--- config.mk ---
export PLATFORM = sky130hd
export DESIGN_NAME = irq_pend_ctrl_flat
export DESIGN_NICKNAME = d
export VERILOG_FILES = /design/src/rtl/irq_pend_ctrl_if.sv /design/src/rtl/irq_pend_ctrl.sv /design/src/flat_wrapper.sv
export SDC_FILE = /design/constraint.sdc
export NUM_CORES = 1
export LEC_CHECK = 0
export ABC_AREA = 1
export CORE_ASPECT_RATIO = 1.4
export CORE_MARGIN = 2
export CORE_UTILIZATION = 44
export DETAILED_ROUTE_END_ITERATION = 10
export PLACE_DENSITY = 0.8
export SYNTH_ARGS = -nofsm -noshare
export SYNTH_HDL_FRONTEND = slang
export SYNTH_SLANG_ARGS = --single-unit
--- constraint.sdc ---
create_clock -name clk -period 4.9 [get_ports clk]
set_input_delay 0.735 -clock clk [delete_from_list [all_inputs] [get_ports clk]]
set_output_delay 0.735 -clock clk [all_outputs]
set_load 0.02 [all_outputs]
--- src/rtl/irq_pend_ctrl_if.sv ---
// Request/issue bundle between the interrupt sources, the external
// 16-to-4 priority encoder, the consumer, and irq_pend_ctrl.
interface irq_pend_ctrl_if;
  logic [15:0] req_in;
  logic [15:0] mask_in;
  logic [15:0] enc_vec;
  logic        enc_en;
  logic [3:0]  enc_idx;
  logic        out_valid;
  logic [3:0]  out_id;
  logic        out_ready;
  logic [4:0]  pend_cnt;
  logic        ovf_flag;

  modport master (
    output req_in,
    output mask_in,
    output enc_idx,
    output out_ready,
    input  enc_vec,
    input  enc_en,
    input  out_valid,
    input  out_id,
    input  pend_cnt,
    input  ovf_flag
  );

  modport slave (
    input  req_in,
    input  mask_in,
    input  enc_idx,
    input  out_ready,
    output enc_vec,
    output enc_en,
    output out_valid,
    output out_id,
    output pend_cnt,
    output ovf_flag
  );
endinterface

--- src/rtl/irq_pend_ctrl.sv ---
// Interrupt pending register with one-at-a-time issue via an external encoder.
// Define IRQ_EDGE_DETECT_EN for rising-edge capture; default is level capture.
module irq_pend_ctrl (
  input  logic clk,
  input  logic rst_n,
  irq_pend_ctrl_if.slave bus
);

  typedef enum logic {
    IDLE  = 1'b0,
    ISSUE = 1'b1
  } state_t;

  state_t      state;
  state_t      state_nxt;
  logic [15:0] pend;
  logic [15:0] set_v;
  logic [15:0] clr_v;
  logic [15:0] hit;
  logic [3:0]  id_q;
  logic        ovf_q;
  logic        valid;
  logic [4:0]  cnt;

`ifdef IRQ_EDGE_DETECT_EN
  logic [15:0] req_prev;

  always_ff @(posedge clk or negedge rst_n) begin
    if (!rst_n) begin
      req_prev <= '0;
    end else begin
      req_prev <= bus.req_in;
    end
  end

  assign set_v = bus.req_in & ~req_prev;
`else
  assign set_v = bus.req_in;
`endif

  always_comb begin
    clr_v = '0;
    if (state == ISSUE && bus.out_ready) begin
      clr_v[id_q] = 1'b1;
    end
  end

  // a set landing on the clearing edge keeps the bit and is not an overflow
  assign hit = set_v & pend & ~clr_v;

  always_ff @(posedge clk or negedge rst_n) begin
    if (!rst_n) begin
      pend <= '0;
    end else begin
      pend <= (pend & ~clr_v) | set_v;
    end
  end

  always_ff @(posedge clk or negedge rst_n) begin
    if (!rst_n) begin
      ovf_q <= 1'b0;
    end else if (|hit) begin
      ovf_q <= 1'b1;
    end
  end

  always_ff @(posedge clk or negedge rst_n) begin
    if (!rst_n) begin
      state <= IDLE;
    end else begin
      state <= state_nxt;
    end
  end

  always_comb begin
    state_nxt = state;
    unique case (state)
      IDLE: begin
        if (bus.enc_en) begin
          state_nxt = ISSUE;
        end
      end
      ISSUE: begin
        if (bus.out_ready) begin
          state_nxt = IDLE;
        end
      end
      default: state_nxt = IDLE;
    endcase
  end

  always_comb begin
    valid = 1'b0;
    unique case (state)
      IDLE:    valid = 1'b0;
      ISSUE:   valid = 1'b1;
      default: valid = 1'b0;
    endcase
  end

  // id is captured only on entry, so it is frozen for the whole issue
  always_ff @(posedge clk or negedge rst_n) begin
    if (!rst_n) begin
      id_q <= '0;
    end else if (state == IDLE && bus.enc_en) begin
      id_q <= bus.enc_idx;
    end
  end

  always_comb begin
    cnt = '0;
    for (int i = 0; i < 16; i++) begin
      cnt = cnt + {4'b0, pend[i]};
    end
  end

  assign bus.enc_vec   = pend & bus.mask_in;
  assign bus.enc_en    = |bus.enc_vec;
  assign bus.out_valid = valid;
  assign bus.out_id    = id_q;
  assign bus.pend_cnt  = cnt;
  assign bus.ovf_flag  = ovf_q;

endmodule

--- src/flat_wrapper.sv ---
// flat-port wrapper written by rule: the top's interface ports become plain ports
module irq_pend_ctrl_flat 
  (clk, rst_n, bus_req_in, bus_mask_in, bus_enc_idx, bus_out_ready, bus_enc_vec, bus_enc_en, bus_out_valid, bus_out_id, bus_pend_cnt, bus_ovf_flag);
  irq_pend_ctrl_if bus_i ();
  input  logic clk;
  input  logic rst_n;
  input wire logic [$bits(bus_i.req_in)-1:0] bus_req_in;
  input wire logic [$bits(bus_i.mask_in)-1:0] bus_mask_in;
  input wire logic [$bits(bus_i.enc_idx)-1:0] bus_enc_idx;
  input wire logic [$bits(bus_i.out_ready)-1:0] bus_out_ready;
  output wire logic [$bits(bus_i.enc_vec)-1:0] bus_enc_vec;
  output wire logic [$bits(bus_i.enc_en)-1:0] bus_enc_en;
  output wire logic [$bits(bus_i.out_valid)-1:0] bus_out_valid;
  output wire logic [$bits(bus_i.out_id)-1:0] bus_out_id;
  output wire logic [$bits(bus_i.pend_cnt)-1:0] bus_pend_cnt;
  output wire logic [$bits(bus_i.ovf_flag)-1:0] bus_ovf_flag;
  assign bus_i.req_in = bus_req_in;
  assign bus_i.mask_in = bus_mask_in;
  assign bus_i.enc_idx = bus_enc_idx;
  assign bus_i.out_ready = bus_out_ready;
  assign bus_enc_vec = bus_i.enc_vec;
  assign bus_enc_en = bus_i.enc_en;
  assign bus_out_valid = bus_i.out_valid;
  assign bus_out_id = bus_i.out_id;
  assign bus_pend_cnt = bus_i.pend_cnt;
  assign bus_ovf_flag = bus_i.ovf_flag;
  irq_pend_ctrl u_core (.clk(clk), .rst_n(rst_n), .bus(bus_i));
endmodule
## After elaboration in Yosys (flattened, before gate mapping)

Index checks and enable logic that the tools add are counted.

| operators by class | value |
|---|---|
| add/subtract/negate cells | 15 |
| order comparisons | 2 |
| mux-type cells | 7 |
| bitwise logic cells | 7 |
| reductions and logical operators | 5 |

Operators by type and width:

| operator | number |
|---|---|
| 5-bit by 1-bit adder with 5-bit output | 14 |
| 16-bit AND | 4 |
| 16-bit OR reduction | 2 |
| 16-bit two-way mux | 1 |
| 16-bit inverter | 1 |
| 16-bit OR | 1 |
| 4-bit by 5-bit less-than comparator with 1-bit output (second input constant) | 1 |
| 1-bit demux with 4-bit select | 1 |
| 4-bit by 1-bit >= comparator with 1-bit output (second input constant) | 1 |
| 1-bit case mux with 2 select lines | 2 |
| 1-bit logical AND | 3 |
| 1-bit two-way mux | 3 |
| 1-bit by 1-bit adder with 2-bit output | 1 |
| 1-bit inverter | 1 |

| word-level totals | value |
|---|---|
| register bits | 22 |
| output and inout bits | 28 |
| word-level logic and storage cells | 40 |

## Logic depth before layout (Yosys ltp)

Gate-level depths: netlist of run 1.

| logic depth | value |
|---|---|
| depth in word-level cells | 15 |
| gate-level depth with buffers | 13 |
| gate-level depth less buffers | 13 |

## Least setup slack after synthesis of run 1

Ideal clock, no wire load.

| timing | value |
|---|---|
| path type | register to output |
| from | register u_core.pend[0] |
| to | output port bus_pend_cnt[4] |
| data arrival time | 3,977 ps |
| data required time | 4,165 ps |
| path slack | 188 ps |
| cell stages (with the launch flop) | 12 |
| path through | dfrtp_1 -> ha_1 -> inv_1 -> fa_1 -> inv_1 -> fa_1 -> fa_1 -> inv_1 -> fa_1 -> fa_1 -> fa_1 -> o21ai_0 |

| on the way | value |
|---|---|
| cells in the longest elaborated chain, start to end | 15 |

Ends and longest elaborated chain:

| what | RTL line | source |
|---|---|---|
| from (decl) | irq_pend_ctrl.sv:16 | `logic [15:0] pend;` |
| from (signal assigned) | irq_pend_ctrl.sv:55 | `pend <= (pend & ~clr_v) \| set_v;` |
| 1-bit by 1-bit adder with 2-bit output | irq_pend_ctrl.sv:113 | `cnt = cnt + {4'b0, pend[i]};` |
| 5-bit by 1-bit adder with 5-bit output (14 in a row) | irq_pend_ctrl.sv:113 |  |
| to (decl) | flat_wrapper.sv:15 | `output wire logic [$bits(bus_i.pend_cnt)-1:0] bus_pend_cnt;` |

No other way between the ends.

## Worst setup path in the final report of run 1

| timing | value |
|---|---|
| from | register u_core.pend[0] |
| to | output port bus_pend_cnt[1] |

Same word-level chain as after synthesis.

==> impl_results.md, run 1 <==
- Drt wl/cell: 11.8 microns
- Most frequent cells after synthesis: 90 x nand2_1, 70 x inv_1, 22 x dfrtp_1
- Chip Width: 56.5 microns
- Pwr Density: 441 nW/um^2
- Final ANT Viol Nets: 0
- Area contributors post-synth: dfrtp_1 32%, nand2_1 20%, inv_1 15%, fa_1 12%, a21o_1 6.6%
- CTS H-tree depth: 1
- CP Capture Type: output port
- FF/Latch Area: 551 sq um
- Mapped cell area: 1700 sq um
- Reg-to-reg endpoint: u_core.state
- Finished Core Util: 67.7%
- Req. time, crit path: 4.16 ns
- Clk Latency, worst-skew pair: 0.26 ns
- Setup Skew: 0.00308 ns
- Clock buffer depth: 2
- Initial core utilization: 46.2%
- Final net count: 375
- Maximum operating frequency: 209 MHz
- Total GRT Usage: 20.8%
- CTS root buf: clkbuf_8
- Static Leak: 1.40 nW
- Number of synthesized flops with an enable pin: 0
- Via count: 1700
- Synth warnings: 0
- Final worst path period share: 97.9%
- Seq cells post-synth: 22
- # rows: 26
- 1st-iter DRT viols: 57
- Ports: 67
- Worst Path Arrival: 4.06 ns
- Design Area, Final: 2490 sq um
- Sequential-to-total area share from yosys stat: 32.4%
- Die Y: 77.5 microns
- HPWL Detailed: 3.66 mm
- Yosys top cell area share: 32.4%
- Area of the multi-input gates: 890 sq um
- Gate Count Post-Synth: 246
- DRC: 0
- Clk pin slew, worst setup/hold paths: 0.08 ns
- Layout area overhead: 46.6%
- Global-route wire length before repair: 7.17 mm
- Synth unique cells: 15
- Min-Delay Path Depth: 1
- Layout cell share with drive strength beyond 1: 5.00%
- Core Region: 3680 sq um
- Initial antenna violation count: 0
- Post-Syn Nets: 300
- VDD IR max: 539 uV
- Top_reg_cell synth: dfrtp_1
- Drt total wl: 4.29 mm
- Async set or reset register ratio after synthesis: 100%
- Layout fillers: 327
- Area of the die: 4380 sq um
- Hold WC Path Type: reg2reg
- ANT cells: 0
- Vias in the first global route: 1658
- Max cap viols: 0
- Post-DP Area: 2440 sq um
- Top-count cell post-synth: nand2_1
- Hold Vio Cnt, Final: 0
- CTS sink cnt: 22
- Critical path launch point type: flop
- Post-synth top area cell: dfrtp_1
- Worst Hold Path EP: u_core.pend[7]
- Tightest Pin Transition: 1.01 ns
- Final setup vio count: 0
- Synthesized area per cell: 6.90 sq um
- Post-CTS Setup Bufs: 0
- Hold Buf Count CTS: 0
- Worst Hold Launch: u_core.pend[7]
- Slew headroom: 32.5%
- Initial DRT Pass Iterations: 5
- RSZ-0062 raised after global routing: true
- R2R cell count: 7
- Largest net degree at the start of global routing: 23
- Crit-path max FO: 2
- Fin. max-slew vios: 0
- CTS tree: yes
- Final GP Congestion: 0.849
- Tmin final: 4.80 ns
- Vias per std cell: 4.70
- GRT overflow: 0
- TritonCTS buffer count: 3
- Worst reg-to-reg setup slack: 3.45 ns
- R2r startpoint: u_core.pend[0]
- Critical path class: reg2out
- Status: finished clean
- I/O Buffers: 66
==> worst max-delay path by stage <==
stage,start,to,slack (ns),cells after the start
detailed placement,u_core.pend[0],bus_pend_cnt[4],-0.16,12
global placement,u_core.pend[0],bus_pend_cnt[4],-0.09,12
finish,u_core.pend[0],bus_pend_cnt[1],0.10,12
floorplan,u_core.pend[0],bus_pend_cnt[4],0.19,11
global route,u_core.pend[0],bus_pend_cnt[1],-0.03,12
CTS,u_core.pend[0],bus_pend_cnt[1],0.0008,12
==> metal layers <==
| metal | vias up | global-route usage [%] | share of wire [%] |
|---|---|---|---|
| met5 | - | 0 | 0 |
| met4 | 0 | 4.29 | 1.6 |
| met3 | 7 | 2.00 | 4.4 |
| met2 | 58 | 40.2 | 54 |
| met1 | 771 | 24.1 | 40 |
| li1 | 864 | - | - |
==> final cells by class <==
class | count | share of cell area, %
multi-input cells | 154 | 35.7
repair buffers | 70 | 27.2
flip-flops and latches | 22 | 22.1
inverters | 70 | 10.6
clock buffers | 4 | 2.21
well taps | 42 | 2.11
==> cells in the final DEF (no fill, tap or decap) <==
master	count
nand2_1	90
a21oi_1	1
nor2_1	13
fa_2	2
a21o_2	1
inv_1	70
buf_4	6
nand3_1	9
clkbuf_2	2
clkbuf_8	4
fa_1	8
nor2_2	1
nand4_1	4
o21ai_0	2
a21o_1	15
dlymetal6s2s_1	1
dfrtp_1	22
clkdlybuf4s50_1	61
ha_1	5
xnor2_1	1
xor2_1	1
o21ai_1	1
==> power by group <==
part	internal [W]	switching (W)
logic	0.000305	0.000405
clock network	0.0000717	0.0000595
registers	0.000213	0.0000424
total	0.000590	0.000507
==> sequential cells by signal, indices dropped and copies added, names as in the netlist <==
name / cells
u_core.pend: 16
u_core.bus.ovf_flag: 1
u_core.state: 1
u_core.bus.out_id: 4
==> what timing repair did <==
action / CTS / global route
gates resized for setup: 15 / 7
pin swaps: 0 / 0
endpoints found under the setup margin: 4 / 5
==> stage by stage <==
step	TNS, ns	worst slack [ns]	hold WS (ns)	power [W]	std cells
floorplan	0	0.188	0.439	0.000697	246
global placement	-0.148	-0.0884	0.523	0.000993	358
detailed placement	-0.372	-0.164	0.534	0.00101	358
CTS	0	0.000807	0.551	0.00111	362
global route	-0.0787	-0.0335	0.586	0.00119	362
finish	0	0.105	0.545	0.00110	362
==> critical path, cell delays in order (launching register included) <==
cell and delay (ns):
dfrtp_1 0.39, ha_1 0.28, inv_1 0.04, fa_1 0.47
inv_1 0.05, fa_1 0.47, fa_1 0.51, inv_1 0.05
fa_1 0.45, fa_2 0.37, fa_2 0.53, inv_1 0.04
clkbuf_2 0.14
==> cell families after synthesis <==
kind of cell,share of synthesized area [%]
compound gates,8.33
xor+xnor,1.03
fa+ha+maj,15.5
buf+inv,15.5
flops,32.4
simple gates,27.3
No activity file was read; power rests on OpenSTA's default activity.
==> run 2, diff against run 1 <==
==> constraint.sdc (replaced) <==
create_clock -name clk -period 4.8 [get_ports clk]
set_input_delay 0.48 -clock clk [delete_from_list [all_inputs] [get_ports clk]]
set_output_delay 0.48 -clock clk [all_outputs]
set_load 0.02 [all_outputs]
==> run 2 against run 1 <==
Sequential share of layout area up 0.15 points. Largest power group unchanged. Highest routed layer unchanged. Critical path depth unchanged. Non-clock buffer count down 2.
==> impl_results.md, run 2 (synthesis gave the netlist of run 1 again) <==
- Status: finished clean
- Core Region: 3680 sq um
- Post-CTS Setup Bufs: 0
- Initial antenna violation count: 0
- Fin. max-slew vios: 0
- Final setup margin: 0.170 ns
- Commonest non-fill, non-tap cell in the layout: nand2_1
- CTS tree: yes
- CP max-delay cell: fa_1
- VDD IR max: 513 uV
- Initial DRT Pass Iterations: 4
- Initial core utilization: 46.2%
- Critical path cell sequence: ha_1 -> inv_1 -> fa_1 -> inv_1 -> fa_1 -> fa_1 -> inv_1 -> fa_1 -> fa_2 -> fa_1 -> inv_1 -> clkdlybuf4s15_1
- CTS H-tree depth: 1
- Die Y: 77.5 microns
- CP Capture Type: output port
- Global-route wire length before repair: 7.27 mm
- Design Area, Final: 2470 sq um
- Crit-path max FO: 2
- Final ANT Viol Nets: 0
- Total GRT Usage: 20.9%
- Worst Path Arrival: 4.15 ns
- DRC: 0
- Tightest Pin Transition: 0.972 ns
- Pwr Density: 449 nW/um^2
- Area of the die: 4380 sq um
- P_int: 0.000599 W
- Post-DP Area: 2430 sq um
- Chip Width: 56.5 microns
- Layout cell share with drive strength beyond 1: 3.46%
- Clock buffer depth: 2
- # rows: 26
- Drt wl/cell: 11.8 microns
- Commonest cells after routing, fill and taps aside: 90 x nand2_1, 70 x inv_1, 62 x clkdlybuf4s50_1
- Hold Vio Cnt, Final: 0
- Setup Skew: 0.00201 ns
- 1st-iter DRT viols: 40
- Crit path top cell by count: fa_1
- Final worst path period share: 96.5%
- Slowest stage delay, CP: 0.52 ns
- Max FFs per register: 16
- Layout area overhead: 45.6%
- Final setup vio count: 0
- RSZ-0062 raised after global routing: false
- CTS root buf: clkbuf_8
- Largest net degree at the start of global routing: 23
- Hold Buf Count CTS: 0
- Ports: 67
- TritonCTS buffer count: 3
- Seq pwr share: 23.6%
- Static Leak: 1.38 nW
- Worst path bufs/invs: 5
- Req. time, crit path: 4.32 ns
- Drt total wl: 4.26 mm
- GRT overflow: 0
- Maximum operating frequency: 216 MHz
- Critical path launch point type: flop
- HPWL Detailed: 3.68 mm
- Final GP Congestion: 0.851
- Switch Pwr: 0.000510 W
- Vias in the first global route: 1728
- Via count: 1693
- Largest Register: u_core.pend
- Clk Latency, worst-skew pair: 0.26 ns
- CTS sink cnt: 22
- Slew headroom: 35.0%
- Max cap viols: 0
- I/O Buffers: 66
- Final net count: 373
- Combinational share of power: 64.5%
- Post-CTS sizing: 5
- Clock power share: 11.9%
- Vias per std cell: 4.70
- ANT cells: 0
- Tmin final: 4.63 ns
- Top Family by Delay on Critical Path: adder cells
- Critical path class: reg2out
- Sw frac: 46.0%
- Clk pin slew, worst setup/hold paths: 0.08 ns
- Place WS: -0.00555 ns
- Hold WC Path Type: reg2reg
==> run 2: per-layer routing <==
layer / vias to the layer above / GRT usage [%] / part of all wire, % / routed length [microns]
met3: 8 / 1.50 / 3.8 / 162
met5: - / 0 / 0 / 0
met1: 769 / 24.2 / 38 / 1620
met4: 0 / 5.00 / 1.8 / 78
li1: 864 / - / - / -
met2: 52 / 40.3 / 56 / 2390
==> run 2: power by group through the flow <==
stage / clock, W / combinational, W / sequential [W]
5_1_grt: 0.000141 / 0.000803 / 0.000268
4_1_cts: 0.000134 / 0.000726 / 0.000261
3_5_place_dp: 0 / 0.000764 / 0.000263
2_1_floorplan: 0 / 0.000430 / 0.000282
6_report: 0.000132 / 0.000716 / 0.000261
3_3_place_gp: 0 / 0.000746 / 0.000263
==> run 2: cell type report <==
cell class,instances,area [sq um]
Timing Repair Buffer,68,664
Multi-Input combinational cell,154,887
Tap cell,42,52.6
Clock buffer,4,55.1
Sequential cell,22,551
Fill cell,321,1200
Inverter,70,263
==> run 2: final timing paths <==
check                          startpoint                   to  slack (ns)  depth (start not counted)
min reg2reg                u_core.pend[2]       u_core.pend[2]        0.55                          1
max                        u_core.pend[0]      bus_pend_cnt[1]        0.17                         12
min in group asynchronous           rst_n  u_core.bus.ovf_flag        0.76                          1
max in group asynchronous           rst_n      u_core.pend[10]        3.46                          1
min                        u_core.pend[2]       u_core.pend[2]        0.55                          1
max reg2reg                u_core.pend[0]         u_core.state        3.34                          7
==> run 2: stage by stage <==
stage | hold slack, ns | total power [W] | instances | TNS [ns] | utilization (%)
floorplan | 0.184 | 0.000712 | 246 | 0 | -
global placement | 0.509 | 0.00101 | 356 | 0 | 66.0
detailed placement | 0.526 | 0.00103 | 356 | -0.00555 | 66.0
CTS | 0.544 | 0.00112 | 360 | 0 | 67.4
global route | 0.582 | 0.00121 | 360 | 0 | 67.3
finish | 0.546 | 0.00111 | 360 | 0 | 67.3
